**src/rtl/gpio_ctrl_pkg.sv**
```systemverilog
// Shared types for the GPIO event controller.
// Only width-independent definitions live here.
package gpio_ctrl_pkg;

  typedef enum logic [1:0] {
    GPIO_WR_LOAD   = 2'd0,
    GPIO_WR_SET    = 2'd1,
    GPIO_WR_CLEAR  = 2'd2,
    GPIO_WR_TOGGLE = 2'd3
  } gpio_wr_op_e;

endpackage

```
**src/rtl/gpio_evt_fifo.sv**
```systemverilog
// Synchronous event FIFO, one push and one pop per cycle.
// Pointers carry an extra wrap bit to tell full from empty.
module gpio_evt_fifo #(
  parameter int unsigned DW    = 8,
  parameter int unsigned DEPTH = 8
) (
  input  logic          clk,
  input  logic          rst,
  input  logic          push_i,
  input  logic [DW-1:0] data_i,
  output logic          full_o,
  output logic          empty_o,
  output logic          valid_o,
  input  logic          ready_i,
  output logic [DW-1:0] data_o
);

  localparam int unsigned AW = $clog2(DEPTH);

  logic [DW-1:0] mem_q [DEPTH];
  logic [AW:0]   wptr_q, wptr_d;
  logic [AW:0]   rptr_q, rptr_d;
  logic          pop;
  logic          push_ok;

  assign empty_o = (wptr_q == rptr_q);
  assign full_o  = (wptr_q[AW] != rptr_q[AW]) &&
                   (wptr_q[AW-1:0] == rptr_q[AW-1:0]);
  assign valid_o = ~empty_o;
  assign pop     = valid_o & ready_i;
  // A pop frees the slot in the same edge, so full can still accept.
  assign push_ok = push_i & (~full_o | pop);
  assign data_o  = mem_q[rptr_q[AW-1:0]];

  always_comb begin
    wptr_d = wptr_q;
    rptr_d = rptr_q;
    if (push_ok) wptr_d = wptr_q + 1'b1;
    if (pop)     rptr_d = rptr_q + 1'b1;
  end

  always_ff @(posedge clk) begin
    if (rst) begin
      wptr_q <= '0;
      rptr_q <= '0;
    end else begin
      wptr_q <= wptr_d;
      rptr_q <= rptr_d;
    end
  end

  always_ff @(posedge clk) begin
    if (push_ok) mem_q[wptr_q[AW-1:0]] <= data_i;
  end

endmodule

```
**src/rtl/gpio_event_ctrl.sv**
```systemverilog
// GPIO controller: synchronised, debounced, time-stamped read events
// plus a masked load/set/clear/toggle write port.
module gpio_event_ctrl
  import gpio_ctrl_pkg::*;
#(
  parameter int unsigned READ_PORT_WIDTH  = 4,
  parameter int unsigned WRITE_PORT_WIDTH = 4,
  parameter int unsigned DEBOUNCE_CYCLES  = 4,
  parameter int unsigned FIFO_DEPTH       = 8,
  parameter int unsigned TS_WIDTH         = 16,
  parameter logic [WRITE_PORT_WIDTH-1:0] WRITE_RESET_VAL = '0
) (
  input  logic                        clk,
  input  logic                        rst,
  input  logic [READ_PORT_WIDTH-1:0]  read_port,
  output logic [WRITE_PORT_WIDTH-1:0] write_port,
  input  logic                        wr_en,
  input  logic [1:0]                  wr_op,
  input  logic [WRITE_PORT_WIDTH-1:0] wr_data,
  input  logic [WRITE_PORT_WIDTH-1:0] wr_mask,
  output logic                        evt_valid,
  input  logic                        evt_ready,
  output logic [READ_PORT_WIDTH-1:0]  evt_value,
  output logic [READ_PORT_WIDTH-1:0]  evt_rise,
  output logic [READ_PORT_WIDTH-1:0]  evt_fall,
  output logic [TS_WIDTH-1:0]         evt_ts,
  output logic                        evt_overflow,
  input  logic                        ovf_clr,
  output logic                        irq
);

  localparam int unsigned RW = READ_PORT_WIDTH;
  localparam int unsigned WW = WRITE_PORT_WIDTH;
  localparam int unsigned CW =
    (DEBOUNCE_CYCLES > 1) ? $clog2(DEBOUNCE_CYCLES) : 1;
  localparam int unsigned EW = TS_WIDTH + 3 * RW;
  localparam logic [CW-1:0] CNT_LAST = CW'(DEBOUNCE_CYCLES - 1);

  logic [RW-1:0]       sync1_q;
  logic [RW-1:0]       sync2_q;
  logic [RW-1:0]       stable_q, stable_d;
  logic [CW-1:0]       cnt_q, cnt_d;
  logic [TS_WIDTH-1:0] ts_q;
  logic                ovf_q, ovf_d;
  logic [WW-1:0]       wp_q, wp_d;
  logic [WW-1:0]       wm;
  logic                push;
  logic                drop;
  logic [EW-1:0]       push_data;
  logic [EW-1:0]       head;
  logic                fifo_full;
  logic                fifo_empty;
  logic                fifo_valid;

  always_comb begin
    stable_d = stable_q;
    cnt_d    = cnt_q;
    push     = 1'b0;
    if (sync2_q == stable_q) begin
      cnt_d = '0;
    end else if (cnt_q == CNT_LAST) begin
      stable_d = sync2_q;
      push     = 1'b1;
      cnt_d    = '0;
    end else if (sync1_q != sync2_q) begin
      // sync2 is about to change, so its run restarts
      cnt_d = '0;
    end else begin
      cnt_d = cnt_q + 1'b1;
    end
  end

  assign push_data = {ts_q,
                      ~sync2_q & stable_q,
                      sync2_q & ~stable_q,
                      sync2_q};

  assign drop = push & fifo_full & ~(evt_ready & ~fifo_empty);

  always_comb begin
    ovf_d = ovf_q;
    if (drop)         ovf_d = 1'b1;
    else if (ovf_clr) ovf_d = 1'b0;
  end

  assign wm = wr_data & wr_mask;

  always_comb begin
    wp_d = wp_q;
    if (wr_en) begin
      unique case (gpio_wr_op_e'(wr_op))
        GPIO_WR_LOAD:   wp_d = (wp_q & ~wr_mask) | wm;
        GPIO_WR_SET:    wp_d = wp_q | wm;
        GPIO_WR_CLEAR:  wp_d = wp_q & ~wm;
        GPIO_WR_TOGGLE: wp_d = wp_q ^ wm;
      endcase
    end
  end

  always_ff @(posedge clk) begin
    if (rst) begin
      sync1_q  <= '0;
      sync2_q  <= '0;
      stable_q <= '0;
      cnt_q    <= '0;
      ts_q     <= '0;
      ovf_q    <= 1'b0;
      wp_q     <= WRITE_RESET_VAL;
    end else begin
      sync1_q  <= read_port;
      sync2_q  <= sync1_q;
      stable_q <= stable_d;
      cnt_q    <= cnt_d;
      ts_q     <= ts_q + 1'b1;
      ovf_q    <= ovf_d;
      wp_q     <= wp_d;
    end
  end

  gpio_evt_fifo #(
    .DW    (EW),
    .DEPTH (FIFO_DEPTH)
  ) u_fifo (
    .clk     (clk),
    .rst     (rst),
    .push_i  (push),
    .data_i  (push_data),
    .full_o  (fifo_full),
    .empty_o (fifo_empty),
    .valid_o (fifo_valid),
    .ready_i (evt_ready),
    .data_o  (head)
  );

  assign evt_valid    = fifo_valid;
  assign {evt_ts, evt_fall, evt_rise, evt_value} =
    fifo_valid ? head : '0;
  assign evt_overflow = ovf_q;
  assign irq          = fifo_valid | ovf_q;
  assign write_port   = wp_q;

endmodule

```
**config.mk**
```make
export PLATFORM = sky130hd
export DESIGN_NAME = gpio_event_ctrl
export DESIGN_NICKNAME = d
export VERILOG_FILES = /design/src/rtl/gpio_ctrl_pkg.sv /design/src/rtl/gpio_evt_fifo.sv /design/src/rtl/gpio_event_ctrl.sv
export SDC_FILE = /design/constraint.sdc
export NUM_CORES = 1
export LEC_CHECK = 0
export BUFFER_PORTS_ARGS = -buffer_cell sky130_fd_sc_hd__buf_2
export CELL_PAD_IN_SITES_DETAIL_PLACEMENT = 0
export CELL_PAD_IN_SITES_GLOBAL_PLACEMENT = 1
export CORE_AREA = 2 2 143 145
export CTS_BUF_LIST = sky130_fd_sc_hd__clkbuf_4
export CTS_CLUSTER_SIZE = 24
export DETAILED_ROUTE_END_ITERATION = 16
export DIE_AREA = 0 0 145 147
export HOLD_SLACK_MARGIN = 0.12
export PLACE_DENSITY_LB_ADDON = 0.1
export SLEW_MARGIN = 20
export SYNTH_ARGS = -nofsm -noshare
export SYNTH_HDL_FRONTEND = slang
export SYNTH_SLANG_ARGS = --single-unit
```
**constraint.sdc**
```tcl
create_clock -name clk -period 4 [get_ports clk]
set_clock_uncertainty 0.2 [all_clocks]
set_input_delay 0.8 -clock clk [delete_from_list [all_inputs] [get_ports clk]]
set_output_delay 0.8 -clock clk [all_outputs]
set_load 0.005 [all_outputs]
```
== Yosys cells after proc, flatten, opt, wreduce, memory -nomap -nowiden ==
Memories as Yosys holds them, arrays and structs flattened. A register that Yosys moved wholly into a read port is not among the register bits.
Index checks and enable logic that the tools add are counted.
Widths: inputs -> output; s select.

* Bits in registers: 43
* Bits in writable memories: 224
* Output and inout port bits: 35
* Logic and storage cells: 60
* Memories: 1

* Add/sub/neg operators: 4
* Equal/unequal tests: 9
* Multiplexer cells: 10
* Bitwise gates (word level): 22
* Reduce and logical (&&, ||, !) cells: 5

{| class="wikitable"
|+ Memory list
! memory !! words !! width !! rd ports !! clocked after memory_dff !! write ports !! RTL line !! RTL
|-
| u_fifo.mem_q || 8 || 28 || 1 || 1 || 1 || gpio_evt_fifo.sv:20 || <nowiki>logic [DW-1:0] mem_q [DEPTH];</nowiki>
|}

{| class="wikitable"
|+ Operators with widths
! cell !! count
|-
| $mux 28 || 1
|-
| $and 4x4->4 || 5
|-
| $add 16x1->16 const B || 1
|-
| $not 4->4 || 4
|-
| $pmux 4 s4 || 1
|-
| $add 4x1->4 const B || 2
|-
| $eq 4x4->1 || 2
|-
| $or 4x4->4 || 2
|-
| $eq 2x2->1 const B || 3
|-
| $mux 1 || 6
|-
| $mux 3 || 2
|-
| $and 1x1->1 || 4
|-
| $ne 4x4->1 || 1
|-
| $not 1->1 || 4
|-
| $reduce_or 4->1 || 1
|-
| $xor 4x4->4 || 1
|-
| $eq 3x3->1 || 1
|-
| $add 2x1->2 const B || 1
|-
| $eq 2x1->1 const B || 1
|-
| $logic_not 2->1 || 1
|-
| $or 1x1->1 || 2
|-
| $reduce_and 2->1 || 1
|-
| $reduce_bool 2->1 || 1
|-
| $logic_and 1x1->1 || 1
|-
| $ne 1x1->1 || 1
|}

== Longest topological paths before layout ==
* Depth after elaboration: 7
* Gate-level depth with buffers: 6

== By module ==
A second synthesis with hierarchy kept.

* Cell total of the unflattened synthesis: 623
* Area total of the unflattened synthesis: 10939.2 µm²

{| class="wikitable"
|+ By module, submodules not included
! module !! instances !! cells an instance !! area each (µm²) !! sequential area each (µm²)
|-
| gpio_evt_fifo || 1 || 396 || 9066.2 || 6946.7
|-
| gpio_event_ctrl || 1 || 227 || 1873.0 || 700.7
|}

== Worst setup path before layout ==
OpenSTA, ideal clock, no wires.

* Kind: register to register
* Start point: register sync2_q[2]
* End point: register u_fifo.wptr_q[3]
* Library setup time: 0.123 ns
* Arrival: 2.831 ns
* Data required time: 3.677 ns
* Path slack: 0.846 ns
* Stages on the path, launching flop included: 6
* Path buffers: 0
* Clock period less this slack: 3.154 ns
* Cell sequence: dfxtp_1 > ha_1 > nand4_1 > nand2_1 > a211oi_2 > mux2_1

* Cells in the longest elaborated chain, start to end: 3

{| class="wikitable"
|+ Ends and longest elaborated chain
! item !! RTL line !! RTL
|-
| start, declared || gpio_event_ctrl.sv:40 || <nowiki>logic [RW-1:0] sync2_q;</nowiki>
|-
| start signal, assigned || gpio_event_ctrl.sv:111 || <nowiki>sync2_q <= sync1_q;</nowiki>
|-
| $eq 4x4->1 || gpio_event_ctrl.sv:59 || <nowiki>if (sync2_q == stable_q) begin</nowiki>
|-
| $mux 1 || gpio_event_ctrl.sv:59 ||
|-
| $and 1x1->1 || gpio_evt_fifo.sv:32 || <nowiki>assign push_ok = push_i & (~full_o | pop);</nowiki>
|-
| end signal, assigned || gpio_evt_fifo.sv:47 || <nowiki>wptr_q <= wptr_d;</nowiki>
|-
| end, declared || gpio_evt_fifo.sv:21 || <nowiki>logic [AW:0] wptr_q, wptr_d;</nowiki>
|}

No other way between the ends.
A chain may end at the register's enable or synchronous reset.

==> impl_metrics.toml <==
[global_route]
grt_usage = 0.200
use_met3 = 0.0398
antenna_found_initial = 1
grt_pass1_wl_um = 32400
grt_use_met2 = 0.330
gr-total-overflow = 0
busiest_layer = "met2"
grt_pass1_vias = 6074
grt_start_max_net_pins = 47
met1_usage = 0.270

[routing]
wl_per_cell_um = 19.4
drtIter0Drc = 432
ant_nets = 0
detail_route.vias_per_cell = 5.42
wirelength_um = 20600
drc = 0
vias = 5739
drt-pass1-iter-count = 5

[synth]
ys_warn_count = 0
yosysUniqueCellTypes = 42
async_flop_share = 0
syn_area_um2 = 10700
synth_cells = 615
syn_avg_cell_area_um2 = 17.4
ys.flop_type = "edfxtp_1"
synth_edf_count = 224
synth-seq-cells = 270
synth_nets = 650
ys_seq_area_frac = 0.713

[die]
dieHeight_um = 147
dieArea_um2 = 21300
die_x_um = 145
fp-row-count = 52
pin_count = 54
start_util = 0.541
core_um2 = 19800

[setup_path]
cp.required_ns = 3.00
cp.arrival_ns = 2.59
criticalPathCategory = "flop to primary output"
worst_setup_path_start_kind = "flop"
crit_fanout = 27
end_kind = "primary output"

[clocking]
clock-sinks = 270
cts_inserted_buffers = 68
cts_max_level = 3
cts_tree = "done"
post_cts_buffers = 0
postCtsResizedCells = 0
holdBufCountCts = 0
clock_latency_ns = 0.64
clockBufferDepth = 3
cts-root-buf = "clkbuf_4"
clk_pin_slew_worst_paths_ns = 0.06

[final_layout]
syn_to_final_growth_pct = 15.0
multi_input_area_um2 = 2890
final_common_cell = "edfxtp_1"
stdcell_area_um2 = 12300
final-seq-area_um2 = 7650
final_cell_mix = "224 x edfxtp_1, 108 x clkbuf_4, 56 x mux4_2"
nFillCells = 1537
layout-drive-gt1-share = 0.332
fin_nets = 771

[placed_design]
dp_hpwl_um = 11600
io_buffers = 53
gp_congestion = 0.711
place_area_um2 = 11400

[sta]
final.period_utilization = 0.897
fin_tns_setup_ns = 0
drv_slew = 0
maxClockFrequency_mhz = 279
hold_viol_final = 0
grt_setup_unrepaired = "no"
setup_viol = 0
worst_pin_slew_ns = 0.889
hold_slack_ns = 0.179
slew_headroom = 0.407
min_period_ns = 3.59

[power_and_ir_drop]
powerDensity_nw_per_um2 = 444
peakVddDrop_mv = 0.184
power_leakage_nw = 4.28

[worst_hold_path]
hp-class = "input pin to flop"

[status]
outcome = "completed"

[job]
max_cap_viol_count = 0
==> layout make-up <==
cell class | instances | area share
well taps | 270 | 0.0274
inverters | 21 | 0.00639
multi-input cells | 296 | 0.235
repair buffers | 79 | 0.0373
flip-flops and latches | 270 | 0.620
clock inverters | 13 | 0.00831
clock buffers | 108 | 0.0657
diodes | 1 | 0.000203
==> path summary, 6_finish.rpt <==
check                                  start                  end  slack, ns  cells past startpoint
worst max-delay path                    flop         evt_value[1]       0.41                      5
worst min-delay path            read_port[2]           sync1_q[2]       0.18                      2
worst max register to register   stable_q[2]  u_fifo.mem_q[6][17]       1.09                      8
worst min register to register      cnt_q[0]             cnt_q[0]       0.22                      1
==> synth_stat cells (2+ instances only) <==
library cell / number / share of area
nand3_1: 11 / 0.0051
nor2b_1: 11 / 0.0064
mux4_2: 56 / 0.12
a21oi_1: 22 / 0.010
ha_1: 16 / 0.019
mux2_1: 2 / 0.0021
or4_4: 2 / 0.0021
nor2_1: 43 / 0.015
or3_1: 8 / 0.0047
nand3_2: 2 / 0.0019
dfxtp_1: 46 / 0.086
mux2i_1: 29 / 0.027
nand2_1: 26 / 0.0091
xor2_1: 7 / 0.0057
inv_1: 21 / 0.0073
edfxtp_1: 224 / 0.63
buf_2: 10 / 0.0047
clkbuf_1: 13 / 0.0045
nand4_1: 5 / 0.0029
o21ai_0: 15 / 0.0070
buf_1: 5 / 0.0017
a221o_1: 4 / 0.0037
and3_1: 3 / 0.0017
and4b_1: 4 / 0.0037
nor3_1: 3 / 0.0014
xnor2_1: 10 / 0.0082
nand2b_1: 2 / 0.0012
==> routing by layer <==
metal	vias to the layer above	wire, um
li1	2694	-
met1	2870	9180
met2	150	10200
met3	25	934
met4	0	297
met5	-	0
==> per-stage QoR <==
stage | setup WS [ns] | std cells | utilization | total power, mW
after floorplan | 0.846 | 615 | - | 3.14
after global placement | 0.984 | 936 | 0.576 | 3.16
after detailed placement | 0.994 | 936 | 0.576 | 3.17
after CTS | 0.301 | 1057 | 0.622 | 5.55
after global routing | 0.192 | 1058 | 0.622 | 5.70
final | 0.411 | 1058 | 0.622 | 5.48
==> power breakdown <==
part	internal [mW]	total (mW)	switching, mW
Sequential	3.02	3.04	0.0130
Clock	1.35	2.37	1.02
Combinational	0.0303	0.0725	0.0422
Total	4.40	5.48	1.07
==> sequential cells by signal (all words and copies together), names as in the netlist, named ones only <==
signal,flops
sync1_q,4
u_fifo.wptr_q,4
ts_q,16
stable_q,4
u_fifo.mem_q,224
u_fifo.rptr_q,4
evt_overflow,1
sync2_q,4
cnt_q,2
write_port,4
==> worst max-delay path, stage by stage (launching register included) <==
cell	delay, ns
dfxtp_4	0.71
buf_4	0.33
mux4_2	0.52
mux2i_1	0.17
nor2_1	0.07
buf_2	0.15
==> kinds of logic (layout without fill, tap and decap cells) <==
logic type | count (synthesis) | after routing | synth area share
flops | 270 | 270 | 0.713
simple gates | 128 | 128 | 0.0632
mux | 87 | 87 | 0.147
buf+inv | 49 | 221 | 0.0183
compound gates | 48 | 48 | 0.0266
xor+xnor | 17 | 17 | 0.0139
fa+ha+maj | 16 | 16 | 0.0187
other cells | 0 | 1 | 0
Note: power is estimated with default switching activity, not from simulation.
